--- src/rtl/core_ctrl.sv ---
// Multi-cycle fetch/decode/execute/writeback sequencer for the single-issue integer core.
// Undecodable instructions park the core in TRAP until reset.
module core_ctrl #(
   parameter int               XLEN     = 32,
   parameter logic [XLEN-1:0]  RESET_PC = 32'h0000_0000
) (
   input  logic            clk,
   input  logic            rst_n,
   input  logic            run,
   output logic            imem_req,
   output logic [XLEN-1:0] imem_addr,
   input  logic            imem_ready,
   input  logic [31:0]     imem_rdata,
   output logic [31:0]     ir,
   input  logic [4:0]      dec_rs1,
   input  logic [4:0]      dec_rs2,
   input  logic [4:0]      dec_rd,
   input  logic            dec_is_add,
   input  logic            dec_is_sub,
   output logic [4:0]      rf_ra1,
   output logic [4:0]      rf_ra2,
   input  logic [XLEN-1:0] rf_rd1,
   input  logic [XLEN-1:0] rf_rd2,
   output logic [XLEN-1:0] alu_a,
   output logic [XLEN-1:0] alu_b,
   output logic            alu_sub,
   input  logic [XLEN-1:0] alu_y,
   output logic            rf_we,
   output logic [4:0]      rf_wa,
   output logic [XLEN-1:0] rf_wd,
   output logic [XLEN-1:0] pc,
   output logic            retire,
   output logic [31:0]     instret,
   output logic            illegal
);

   localparam logic [2:0] ST_IDLE   = 3'd0;
   localparam logic [2:0] ST_FETCH  = 3'd1;
   localparam logic [2:0] ST_DECODE = 3'd2;
   localparam logic [2:0] ST_EXEC   = 3'd3;
   localparam logic [2:0] ST_WB     = 3'd4;
   localparam logic [2:0] ST_TRAP   = 3'd5;

   logic [2:0]      state_r;
   logic [2:0]      state_nxt_s;
   logic [XLEN-1:0] pc_r;
   logic [31:0]     ir_r;
   logic [XLEN-1:0] a_r;
   logic [XLEN-1:0] b_r;
   logic [XLEN-1:0] res_r;
   logic [4:0]      rd_r;
   logic            sub_r;
   logic [31:0]     instret_r;
   logic            illegal_r;
   logic            legal_s;

   assign legal_s = dec_is_add | dec_is_sub;

   // Next-state selection; an unknown state encoding is treated as a trap.
   always_comb begin
      state_nxt_s = state_r;
      case (state_r)
         ST_IDLE: begin
            if (run) state_nxt_s = ST_FETCH;
            else     state_nxt_s = ST_IDLE;
         end
         ST_FETCH: begin
            if (imem_ready) state_nxt_s = ST_DECODE;
            else            state_nxt_s = ST_FETCH;
         end
         ST_DECODE: begin
            if (legal_s) state_nxt_s = ST_EXEC;
            else         state_nxt_s = ST_TRAP;
         end
         ST_EXEC: state_nxt_s = ST_WB;
         ST_WB: begin
            if (run) state_nxt_s = ST_FETCH;
            else     state_nxt_s = ST_IDLE;
         end
         ST_TRAP: state_nxt_s = ST_TRAP;
         default: state_nxt_s = ST_TRAP;
      endcase
   end

   // State, architectural registers and datapath latches.
   always_ff @(posedge clk or negedge rst_n) begin
      if (!rst_n) begin
         state_r   <= ST_IDLE;
         pc_r      <= RESET_PC;
         ir_r      <= 32'h0000_0000;
         a_r       <= '0;
         b_r       <= '0;
         res_r     <= '0;
         rd_r      <= 5'd0;
         sub_r     <= 1'b0;
         instret_r <= 32'd0;
         illegal_r <= 1'b0;
      end else begin
         state_r <= state_nxt_s;
         case (state_r)
            ST_FETCH: begin
               if (imem_ready) ir_r <= imem_rdata;
            end
            ST_DECODE: begin
               a_r   <= rf_rd1;
               b_r   <= rf_rd2;
               rd_r  <= dec_rd;
               sub_r <= dec_is_sub;
               if (!legal_s) illegal_r <= 1'b1;
            end
            ST_EXEC: res_r <= alu_y;
            ST_WB: begin
               pc_r      <= pc_r + XLEN'(32'd4);
               instret_r <= instret_r + 32'd1;
            end
            ST_IDLE, ST_TRAP: ;
            default: illegal_r <= 1'b1;
         endcase
      end
   end

   // Strobes and steering decoded from state; everything is zero outside its own state.
   always_comb begin
      imem_req  = 1'b0;
      imem_addr = '0;
      rf_ra1    = 5'd0;
      rf_ra2    = 5'd0;
      alu_a     = '0;
      alu_b     = '0;
      alu_sub   = 1'b0;
      rf_we     = 1'b0;
      rf_wa     = 5'd0;
      rf_wd     = '0;
      retire    = 1'b0;
      case (state_r)
         ST_FETCH: begin
            imem_req  = 1'b1;
            imem_addr = pc_r;
         end
         ST_DECODE: begin
            rf_ra1 = dec_rs1;
            rf_ra2 = dec_rs2;
         end
         ST_EXEC: begin
            alu_a   = a_r;
            alu_b   = b_r;
            alu_sub = sub_r;
         end
         ST_WB: begin
            rf_we  = (rd_r != 5'd0);
            rf_wa  = rd_r;
            rf_wd  = res_r;
            retire = 1'b1;
         end
         default: ;
      endcase
   end

   assign pc      = pc_r;
   assign ir      = ir_r;
   assign instret = instret_r;
   assign illegal = illegal_r;

endmodule

--- config.mk ---
export PLATFORM = sky130hd
export DESIGN_NAME = core_ctrl
export DESIGN_NICKNAME = d
export VERILOG_FILES = /design/src/rtl/core_ctrl.sv
export SDC_FILE = /design/constraint.sdc
export NUM_CORES = 1
export LEC_CHECK = 0
export ABC_AREA = 1
export CAP_MARGIN = 20
export CORE_UTILIZATION = 39
export CTS_BUF_LIST = sky130_fd_sc_hd__clkbuf_16
export CTS_CLUSTER_DIAMETER = 120
export DETAILED_ROUTE_END_ITERATION = 6
export PLACE_DENSITY = 0.77
export SLEW_MARGIN = 10
export SYNTH_ARGS = -nofsm -noshare
export SYNTH_HDL_FRONTEND = slang
export SYNTH_SLANG_ARGS = --single-unit
--- constraint.sdc ---
create_clock -name clk -period 1.4 [get_ports clk]
set_input_delay 0.42 -clock clk [delete_from_list [all_inputs] [get_ports clk]]
set_output_delay 0.42 -clock clk [all_outputs]
set_load 0.02 [all_outputs]
==> results of run 1 <==
[timing repair]
| action | CTS | global route |
|---|---|---|
| endpoints found under the hold margin | 20 | 0 |
| pin swaps | 2 | 14 |
| setup buffers | 2 | 12 |
| cloned | 1 | 17 |
| hold buffers | 1 | 0 |
| gates resized for setup | 733 | 213 |
| endpoints found under the setup margin | 432 | 429 |
[sequential cells by signal, summed over array words and instances (netlist names)]
signal	flops
res_r	32
sub_r	1
pc	30
b_r	32
instret	32
state_r	3
ir	32
rd_r	5
a_r	32
illegal	1
[per-stage QoR]
stage	total power, mW	instance area (um2)	worst slack [ns]
finish	29.2	17400	-0.756
detailed placement	21.9	15800	-0.811
global route	30.8	17400	-0.821
CTS	27.1	16300	-0.780
global placement	21.5	15800	-0.775
floorplan	15.9	10200	-0.334
[layer usage]
metal	GRT usage	vias to the layer above	part of all wire
met5	0	-	0
met2	0.431	355	0.52
li1	-	4849	-
met4	0.102	0	0.032
met1	0.290	4851	0.38
met3	0.0545	66	0.060
[cell type report]
cell class | instances | area [um2]
Fill cell | 1662 | 6250
Sequential cell | 200 | 5020
Clock buffer | 17 | 425
Timing Repair Buffer | 610 | 6130
Clock inverter | 15 | 175
Tap cell | 319 | 399
Multi-Input combinational cell | 768 | 4450
Inverter | 199 | 752
Antenna cell | 3 | 7.51
[power by group through the flow]
stage               Sequential, mW  Combinational, mW  Clock [mW]
global placement              8.63               12.8           0
CTS                           8.62               13.3        5.17
finish                        8.66               15.5        5.02
global route                  8.86               16.5        5.36
floorplan                     9.25               6.63           0
detailed placement            8.70               13.2           0
[final timing paths]
| kind | start | end | depth (start not counted) |
|---|---|---|---|
| worst max-delay path | state_r[0] | imem_req | 7 |
| worst min-delay path | rst_n | ir[29] | 2 |
| worst max register to register | state_r[1] | rd_r[2] | 9 |
| worst min register to register | ir[19] | ir[19] | 2 |
| max in group asynchronous | rst_n | pc[10] | 3 |
| min in group clk | ir[19] | ir[19] | 2 |
[placed cells by master, fill, tap and decap left out, drive strengths merged]
master | synthesis | final
a21oi | 102 | 102
a31o | 1 | 1
buf | 26 | 356
bufbuf | 0 | 1
bufinv | 0 | 1
clkbuf | 28 | 30
clkdlybuf4s50 | 0 | 239
clkinv | 0 | 6
conb | 1 | 4
dfrtp | 200 | 200
diode | 0 | 3
dlygate4sd3 | 0 | 1
ha | 2 | 2
inv | 199 | 207
nand2 | 196 | 196
nand3 | 79 | 79
nand3b | 1 | 1
nand4 | 18 | 18
nor2 | 307 | 307
nor3 | 10 | 10
nor3b | 1 | 1
o21ai | 4 | 4
o21bai | 2 | 2
o311ai | 1 | 1
xnor2 | 13 | 13
xor2 | 27 | 27
[worst register-to-register path, cell delays in order, from the launching register on]
cell and delay (ns):
sky130_fd_sc_hd__dfrtp_2 0.49, sky130_fd_sc_hd__buf_6 0.15, sky130_fd_sc_hd__buf_6 0.10, sky130_fd_sc_hd__nand3_4 0.08, sky130_fd_sc_hd__buf_12 0.14, sky130_fd_sc_hd__buf_12 0.14, sky130_fd_sc_hd__buf_4 0.12, sky130_fd_sc_hd__buf_12 0.16
sky130_fd_sc_hd__buf_6 0.32, sky130_fd_sc_hd__a21oi_1 0.13
[kinds of logic after synthesis]
group                    after synthesis  share of synthesized area
AND/OR/NAND/NOR                      612                      0.266
buffers and inverters                253                      0.106
adder cells (fa/ha/maj)                2                    0.00264
flip-flops                           200                      0.529
other                                  1                   0.000396
AO/OA/AOI/OAI                        110                     0.0595
XOR/XNOR                              40                     0.0370
==> implementation parameters, run 1 <==
Parameter                              Value

Yosys
  Most instantiated flip-flop cell in the synthesis netlist ... sky130_fd_sc_hd__dfrtp_1
  FFs w/ async S/R, synth ... 1.00
  Yosys Warn Count ... 0
  Largest cells by area after synthesis ... sky130_fd_sc_hd__dfrtp_1 (53%), sky130_fd_sc_hd__nor2_1 (12%), sky130_fd_sc_hd__inv_1 (7.9%)
  Synthesized area ... ~9500 um2
  Count of state elements after synthesis ... 200
  Register area share after synthesis ... 0.529
  Portion of synthesized cell area occupied by the leading cell type ... 0.529
  Yosys cell types ... 28
  Cells after synthesis ... 1,218
  Most common cell in the netlist ... sky130_fd_sc_hd__nor2_1
  Commonest cells in the netlist ... sky130_fd_sc_hd__nor2_1 (299), sky130_fd_sc_hd__dfrtp_1 (200), sky130_fd_sc_hd__inv_1 (198), sky130_fd_sc_hd__nand2_1 (195), sky130_fd_sc_hd__a21oi_1 (102)
  Largest area contributor in the netlist ... sky130_fd_sc_hd__dfrtp_1
  Avg Cell Area, Syn ... just under 8 um2
  Count of flip-flops with a built-in enable after synthesis ... 0

Clock network
  Total clock buffers created by CTS ... 17
  Clock tree from TritonCTS ... built
  Clock latency on the worst-skew pair ... between 0.4 and 0.5 ns
  Clock slew seen by the registers of the worst setup and hold paths ... around 0.090 ns
  Clock sinks ... 200
  CTS root buffer ... sky130_fd_sc_hd__clkbuf_16
  Maximum root-to-sink buffer count ... 2
  CTS H-Tree Depth ... 4

Drt
  DRC errors left ... 0
  Number of vias after detailed routing ... approximately 10,000
  Total wirelength of the detailed-routed design ... 34.5 mm
  Number of violations reported at the end of detailed-routing iteration 0 ... a little under 500
  Via count normalized by instance count ... between 4 and 5
  Number of nets with antenna violations after routing ... 0
  Router iterations before antenna repair ... 5
  Detail-routed net length per standard cell ... approximately 16 um

Setup path
  Critical Path AT ... ~1.7 ns
  Kind of start point of the critical path ... register
  Crit path capture type ... output port
  Crit-path leading delay family ... buffers and inverters
  Biggest cell delay along the critical path ... slightly below 0.4 ns
  Required time of the critical path ... approximately 0.98 ns
  Critical Path Slowest Stage Cell ... sky130_fd_sc_hd__dfrtp_1
  Largest driver fanout on the critical path ... 17
  Critical path, cell by cell ... inv_2, nor2_4, inv_2, nor2_4, buf_4, buf_12, buf_4
  Slack of the worst reg-to-reg path ... -0.58 ns
  Kind of critical path ... reg2out
  Critical path buffers and inverters ... 5

Job
  Max-Cap Viols ... 0

Die
  Chip Width ... around 160 um
  Initial Util ... 0.401
  Area of the placeable core ... roughly 24,000 um2
  Count of standard-cell rows ... 56
  Top-level port count ... between 300 and 400
  Area enclosed by the die boundary ... about 25,000 um2
  Die Ht ... roughly 160 um

Outcome
  Violated checks ... negative setup slack
  Status ... complete, but fails checks

Pwr
  Relative contribution of sequential cells to total power ... 0.297
  Switching power total ... roughly 12 mW
  Switching share of total power ... 0.410
  Leakage power of the design ... 8.38 nW
  Power Internal ... 17.2 mW
  Proportion of power drawn by the clock network ... 0.172
  Largest vdd supply drop ... 1120 uV
  Power density cells ... 1680 nW/um2
  Combinational group share of total power ... 0.531

Timing
  Maximum frequency from static timing analysis ... 464 MHz
  Total count of hold-check failures in the final report ... 0
  Setup violations, final ... 432
  Min cycle time layout ... 2.16 ns
  Final setup slack of the worst path ... -0.756 ns
  Setup TNS Final ... -211.88 ns
  Unrepaired setup endpoints after global routing ... true
  Post-route clock period utilization ... 1.54
  Fin Clk Skew ... 0.0125 ns
  Max Transition Viols Final ... 0
  Worst Hold Margin ... roughly 0.44 ns

Finish
  Non-filler cells in the finished layout ... 2,131
  Final layout net count ... 1,947
  Area growth, synth to finish ... 83.4%
  Fraction of layout instances using a drive strength above 1 ... 0.321
  Layout Utilization ... 0.735

Placed design
  Global placement routability congestion ... between 0.9 and 1
  Count of port buffers added during placement ... about 390
  Placed Cells incl. Taps ... roughly 2,100
  Half-perimeter wire length of the detailed placement result ... 23.6 mm

GRT
  Vias in the first global route ... roughly 9,500
  Number of antenna violations at the first check in global routing ... 2
  First-pass GRT wire length ... roughly 48 mm
  Global router's overall resource usage ... 0.246
  Maximum number of pins on one net before global-route repair ... roughly 140
  Global route total overflow ... 0

Worst hold path
  Hold Path Class ... in2async
Power figures use the tool's default switching activity.
==> run 2, diff against run 1 <==
--- a/config.mk
+++ b/config.mk
@@ -11,7 +11,7 @@
 export CTS_BUF_LIST = sky130_fd_sc_hd__clkbuf_16
 export CTS_CLUSTER_DIAMETER = 120
 export DETAILED_ROUTE_END_ITERATION = 6
-export PLACE_DENSITY = 0.77
+export PLACE_DENSITY = 0.73
 export SLEW_MARGIN = 10
 export SYNTH_ARGS = -nofsm -noshare
 export SYNTH_HDL_FRONTEND = slang
==> implementation parameters, run 2 (same netlist as run 1, synthesis figures left out) <==
Parameter                              Value

Outcome
  Status ... complete, but fails checks
  Violated checks ... negative setup slack

Clock network
  Clock slew seen by the registers of the worst setup and hold paths ... 0.08 ns
  Clock sinks ... 200
  CTS H-Tree Depth ... 4
  Maximum root-to-sink buffer count ... 2
  Clock latency on the worst-skew pair ... roughly 0.44 ns
  CTS root buffer ... sky130_fd_sc_hd__clkbuf_16
  Total clock buffers created by CTS ... 17
  Clock tree from TritonCTS ... built

Drt
  Number of vias after detailed routing ... 10,571
  Via count normalized by instance count ... 4.84
  Router iterations before antenna repair ... 5
  Number of nets with antenna violations after routing ... 0
  Total wirelength of the detailed-routed design ... approximately 37 mm
  Detail-routed net length per standard cell ... approximately 17 um
  Number of violations reported at the end of detailed-routing iteration 0 ... 497
  DRC errors left ... 0

Finish
  Most common cell after layout, fill and taps aside ... sky130_fd_sc_hd__buf_6
  Final layout net count ... about 2,000
  Area growth, synth to finish ... 94.4%
  Antenna diode instance count ... 0
  Commonest non-fill, non-tap cells in the layout ... sky130_fd_sc_hd__buf_6 (252), sky130_fd_sc_hd__buf_4 (215), sky130_fd_sc_hd__inv_1 (193), sky130_fd_sc_hd__dfrtp_1 (190), sky130_fd_sc_hd__nand2_1 (185)
  Fraction of layout instances using a drive strength above 1 ... 0.398
  Non-filler cells in the finished layout ... roughly 2,200
  Final cell area excluding filler cells ... ~18,000 um2
  Layout Utilization ... 0.779

Worst hold path
  Hold Path Class ... in2async

GRT
  First-pass GRT wire length ... 50.0 mm
  Global route total overflow ... 0
  Number of antenna violations at the first check in global routing ... 0
  Maximum number of pins on one net before global-route repair ... 95
  Global router's overall resource usage ... 0.260
  Vias in the first global route ... approximately 9,700

Setup path
  Worst R2R Path Depth ... 10
  Required time of the critical path ... 0.98 ns
  Kind of critical path ... reg2out
  Critical Path AT ... between 1.5 and 2 ns
  Crit path capture type ... output port
  Largest driver fanout on the critical path ... 6
  Kind of start point of the critical path ... register

Die
  Area enclosed by the die boundary ... ~25,000 um2
  Die Ht ... about 160 um
  Area of the placeable core ... 23,600 um2
  Count of standard-cell rows ... 56
  Top-level port count ... 393
  Initial Util ... 0.401
  Chip Width ... between 150 and 200 um

Pwr
  Largest vdd supply drop ... 1470 uV
  Power density cells ... 1710 nW/um2
  Tot Pwr ... 31.4 mW
  Leakage power of the design ... around 9 nW

Timing
  Worst Hold Margin ... ~0.46 ns
  Post-route clock period utilization ... 1.56
  Total count of hold-check failures in the final report ... 0
  Final setup slack of the worst path ... -0.778 ns
  Fin Clk Skew ... roughly 0.018 ns
  Max Transition Viols Final ... 0
  Min cycle time layout ... between 2 and 2.5 ns
  Maximum frequency from static timing analysis ... 459 MHz
  Setup TNS Final ... -138.39 ns
  Setup violations, final ... between 300 and 400
  Unrepaired setup endpoints after global routing ... true

Placed design
  Half-perimeter wire length of the detailed placement result ... roughly 24 mm
  Worst setup slack after placement ... -0.785 ns
  Count of port buffers added during placement ... 388
  Global placement routability congestion ... around 0.84
  Cell area after placement ... approximately 16,000 um2
  Placed Cells incl. Taps ... between 2,000 and 2,500

Job
  Max-Cap Viols ... 0
[run 2: cell types whose count changed in the layout (fill, tap and decap cells not counted), sizes merged]
| cell | delta |
|---|---|
| buf | +145 |
| clkdlybuf4s50 | -92 |
| inv | -2 |
| clkinv | +1 |
| clkinvlp | +1 |
| clkbuf | +2 |
| diode | -3 |
[run 2: timing repair]
action	CTS	global route
buffers inserted	26	45
endpoints found under the setup margin	411	414
resized for setup	858	649
pin swaps	3	26
endpoints found under the hold margin	24	0
cloned	4	17
hold buffers	1	0
[run 2: power breakdown]
group / switching, mW / internal, mW / total, mW / leakage [nW]
logic: 9.31 / 8.10 / 17.4 / 6.33
clock network: 2.59 / 2.60 / 5.19 / 0.299
registers: 0.940 / 7.84 / 8.78 / 2.41
total: 12.8 / 18.5 / 31.4 / 9.04
[run 2: final timing paths]
path / startpoint / endpoint / slack [ns]
worst max-delay path: state_r[0] / rf_wd[7] / -0.78
worst min-delay path: rst_n / pc[28] / 0.46
worst max register to register: state_r[0] / res_r[17] / -0.42
worst min register to register: illegal / illegal / 0.50
max in group asynchronous: rst_n / ir[23] / 0.40
min in group clk: illegal / illegal / 0.50
[run 2: final cells by class]
class                           count  area (um2)
Clock inverter                     15         201
Timing Repair Buffer              665        6980
Multi-Input combinational cell    768        4620
Tap cell                          319         399
Inverter                          199         757
Clock buffer                       17         425
Fill cell                        1552        5210
Sequential cell                   200        5020
[run 2: per-layer routing]
| layer | wire, um | part of all wire | track usage | vias to the layer above |
|---|---|---|---|---|
| met2 | 19500 | 0.53 | 0.458 | 422 |
| met1 | 14000 | 0.38 | 0.310 | 5109 |
| met3 | 2440 | 0.066 | 0.0608 | 71 |
| met4 | 1030 | 0.028 | 0.0846 | 0 |
| met5 | 0 | 0 | 0 | - |
| li1 | - | - | - | 4969 |
[run 2: worst max-delay path, cell delays in order, from the launching register on]
cell and delay (ns):
sky130_fd_sc_hd__dfrtp_1 0.39, sky130_fd_sc_hd__buf_6 0.12, sky130_fd_sc_hd__nor2_4 0.12, sky130_fd_sc_hd__buf_6 0.12, sky130_fd_sc_hd__nand2_8 0.07, sky130_fd_sc_hd__clkbuf_16 0.17
sky130_fd_sc_hd__buf_4 0.14, sky130_fd_sc_hd__nor2_4 0.07, sky130_fd_sc_hd__buf_6 0.12
==> run 3, diff against run 2 <==
==> constraint.sdc (replaced) <==
create_clock -name clk -period 1.8 [get_ports clk]
set_input_delay 0.54 -clock clk [delete_from_list [all_inputs] [get_ports clk]]
set_output_delay 0.54 -clock clk [all_outputs]
set_load 0.02 [all_outputs]
==> implementation parameters, run 3 (same netlist as run 1, synthesis figures left out) <==
Parameter                              Value

Placed design
  Count of port buffers added during placement ... roughly 390
  Global placement routability congestion ... 0.909
  Half-perimeter wire length of the detailed placement result ... roughly 22 mm
  Placed Cells incl. Taps ... 1,960
  Worst setup slack after placement ... -0.522 ns

Pwr
  Power density cells ... 1320 nW/um2
  Power Internal ... 12.4 mW
  Combinational group share of total power ... 0.500
  Relative contribution of sequential cells to total power ... 0.317
  Proportion of power drawn by the clock network ... 0.183
  Switching share of total power ... 0.412
  Switching power total ... between 8 and 9 mW
  Largest vdd supply drop ... about 780 uV
  Leakage power of the design ... roughly 8.1 nW

Setup path
  Critical path, cell by cell ... inv_2, nor2_2, buf_6, nand2_8, buf_12, buf_12, nor2_4, buf_6
  Crit path capture type ... output port
  Largest driver fanout on the critical path ... 10
  Biggest cell delay along the critical path ... about 0.37 ns
  Worst path depth ... 8
  Critical path buffers and inverters ... 5
  Required time of the critical path ... 1.26 ns
  Kind of critical path ... reg2out
  Critical Path AT ... between 1.5 and 2 ns
  Kind of start point of the critical path ... register
  Worst R2R Path Depth ... 11
  Endpoint of the most critical register-to-register path ... res_r[9]
  Crit-path leading delay family ... buffers and inverters
  Slack of the worst reg-to-reg path ... -0.17 ns
  Critical Path Slowest Stage Cell ... sky130_fd_sc_hd__dfrtp_1
  Beginning of the worst register-to-register path ... state_r[0]

Clock network
  CTS H-Tree Depth ... 4
  Clock tree from TritonCTS ... built
  Total clock buffers created by CTS ... 17
  Count of hold-fix buffers inserted at cts ... 0
  CTS root buffer ... sky130_fd_sc_hd__clkbuf_16
  Clock slew seen by the registers of the worst setup and hold paths ... roughly 0.08 ns
  Maximum root-to-sink buffer count ... 2
  Clock latency on the worst-skew pair ... between 0.4 and 0.5 ns
  Clock sinks ... 200

Drt
  Number of vias after detailed routing ... just under 10,000
  Detail-routed net length per standard cell ... 15.7 um
  Number of violations reported at the end of detailed-routing iteration 0 ... slightly above 400
  Via count normalized by instance count ... 4.73
  DRC errors left ... 0
  Number of nets with antenna violations after routing ... 0
  Router iterations before antenna repair ... 5
  Total wirelength of the detailed-routed design ... 31.9 mm

Finish
  Area growth, synth to finish ... 68.8%
  Commonest non-fill, non-tap cells in the layout ... sky130_fd_sc_hd__nor2_1 (199), sky130_fd_sc_hd__dfrtp_1 (199), sky130_fd_sc_hd__inv_1 (195), sky130_fd_sc_hd__nand2_1 (192), sky130_fd_sc_hd__buf_4 (156)
  Fraction of layout instances using a drive strength above 1 ... 0.259
  Final layout net count ... between 1,500 and 2,000
  Non-filler cells in the finished layout ... 2,035

Die
  Top-level port count ... 393
  Count of standard-cell rows ... 56
  Initial Util ... 0.401
  Area of the placeable core ... 23,600 um2
  Die Ht ... ~160 um
  Chip Width ... 158 um
  Area enclosed by the die boundary ... roughly 25,000 um2

GRT
  Vias in the first global route ... a little over 9,000
  First-pass GRT wire length ... around 47 mm
  Maximum number of pins on one net before global-route repair ... between 60 and 70
  Global route total overflow ... 0
  Global router's overall resource usage ... 0.244
  Number of antenna violations at the first check in global routing ... 1

Timing
  Unrepaired setup endpoints after global routing ... true
  Min cycle time layout ... between 2 and 2.5 ns
  Setup TNS Final ... -64.28 ns
  Final setup slack of the worst path ... -0.506 ns
  Post-route clock period utilization ... 1.28
  Fin Clk Skew ... around 0.014 ns
  Maximum frequency from static timing analysis ... approximately 430 MHz
  Worst-case headroom to the max-slew limit ... 0.637
  Max Transition Viols Final ... 0
  Total count of hold-check failures in the final report ... 0
  Transition time of the tightest slew-check pin ... between 0.5 and 0.6 ns
  Setup violations, final ... between 200 and 250

Outcome
  Violated checks ... negative setup slack
  Status ... complete, but fails checks

Job
  Max-Cap Viols ... 0

Worst hold path
  Hold Path Class ... in2async
-- run 3: cell count changes in the layout (fill, tap and decap cells not counted), moves of 7 or more --
cell / delta
sky130_fd_sc_hd__buf_6: -167
sky130_fd_sc_hd__dlygate4sd2_1: +71
sky130_fd_sc_hd__buf_4: -59
sky130_fd_sc_hd__nor2_4: -49
sky130_fd_sc_hd__nor2_1: +38
sky130_fd_sc_hd__clkdlybuf4s15_2: +17
sky130_fd_sc_hd__nor2_2: +11
sky130_fd_sc_hd__dfrtp_1: +9
sky130_fd_sc_hd__dfrtp_2: -9
sky130_fd_sc_hd__clkbuf_16: -8
sky130_fd_sc_hd__clkdlybuf4s15_1: +7
sky130_fd_sc_hd__nand2_1: +7
-- run 3: stage by stage --
step | total power, mW | utilization | cell area, um2 | hold WS [ns]
global placement | 15.2 | 0.605 | 14300 | 0.454
finish | 21.1 | 0.677 | 16000 | 0.0263
detailed placement | 15.4 | 0.605 | 14300 | 0.458
floorplan | 11.3 | - | 9500 | 0.244
CTS | 19.7 | 0.635 | 15000 | 0.0461
global route | 22.4 | 0.677 | 16000 | 0.0485
-- run 3: worst max path at each step --
| stage | slack (ns) | from | end |
|---|---|---|---|
| after CTS | -0.48 | state_r[2] | alu_b[7] |
| after global routing | -0.56 | state_r[2] | alu_b[10] |
| after floorplan | -0.06 | state_r[2] | rf_ra1[0] |
| after global placement | -0.56 | dec_rs2[3] | rf_ra2[3] |
| after detailed placement | -0.52 | dec_rs2[3] | rf_ra2[3] |
| final | -0.51 | state_r[0] | alu_b[10] |
-- run 3: power groups by stage --
| stage | clock [mW] | sequential [mW] | combinational [mW] |
|---|---|---|---|
| 6_report | 3.85 | 6.69 | 10.6 |
| 5_1_grt | 4.13 | 6.87 | 11.4 |
| 4_1_cts | 3.93 | 6.69 | 9.07 |
| 3_5_place_dp | 0 | 6.79 | 8.65 |
| 3_3_place_gp | 0 | 6.71 | 8.51 |
| 2_1_floorplan | 0 | 7.16 | 4.16 |
-- run 3: final cells by class --
| class | count | area, um2 |
|---|---|---|
| Fill cell | 1906 | 7630 |
| Timing Repair Buffer | 515 | 5120 |
| Tap cell | 319 | 399 |
| Antenna cell | 1 | 2.50 |
| Clock inverter | 15 | 164 |
| Multi-Input combinational cell | 769 | 4110 |
| Sequential cell | 200 | 5010 |
| Clock buffer | 17 | 425 |
| Inverter | 199 | 749 |
-- run 3: what timing repair did --
item                                    in CTS  in global routing
setup buffers                               26                 14
endpoints found under the setup margin     306                258
resized for setup                          904                216
pin swaps                                    4                  6
cloned                                       2                  9
-- run 3: worst reg2reg max path, delay by kind of cell (launching register included) --
| kind | cells | cell delay [ns] |
|---|---|---|
| AOI/OAI and AO/OA | 1 | 0.14 |
| buffers and inverters | 7 | 1.08 |
| DFF | 1 | 0.40 |
| and+or+nand+nor | 3 | 0.30 |
-- run 3: layer usage --
layer	vias to the layer above	routed length, um	global-route usage
li1	4668	-	-
met1	4571	12800	0.297
met2	325	16100	0.418
met3	57	2090	0.0553
met4	0	968	0.0929
met5	-	0	0
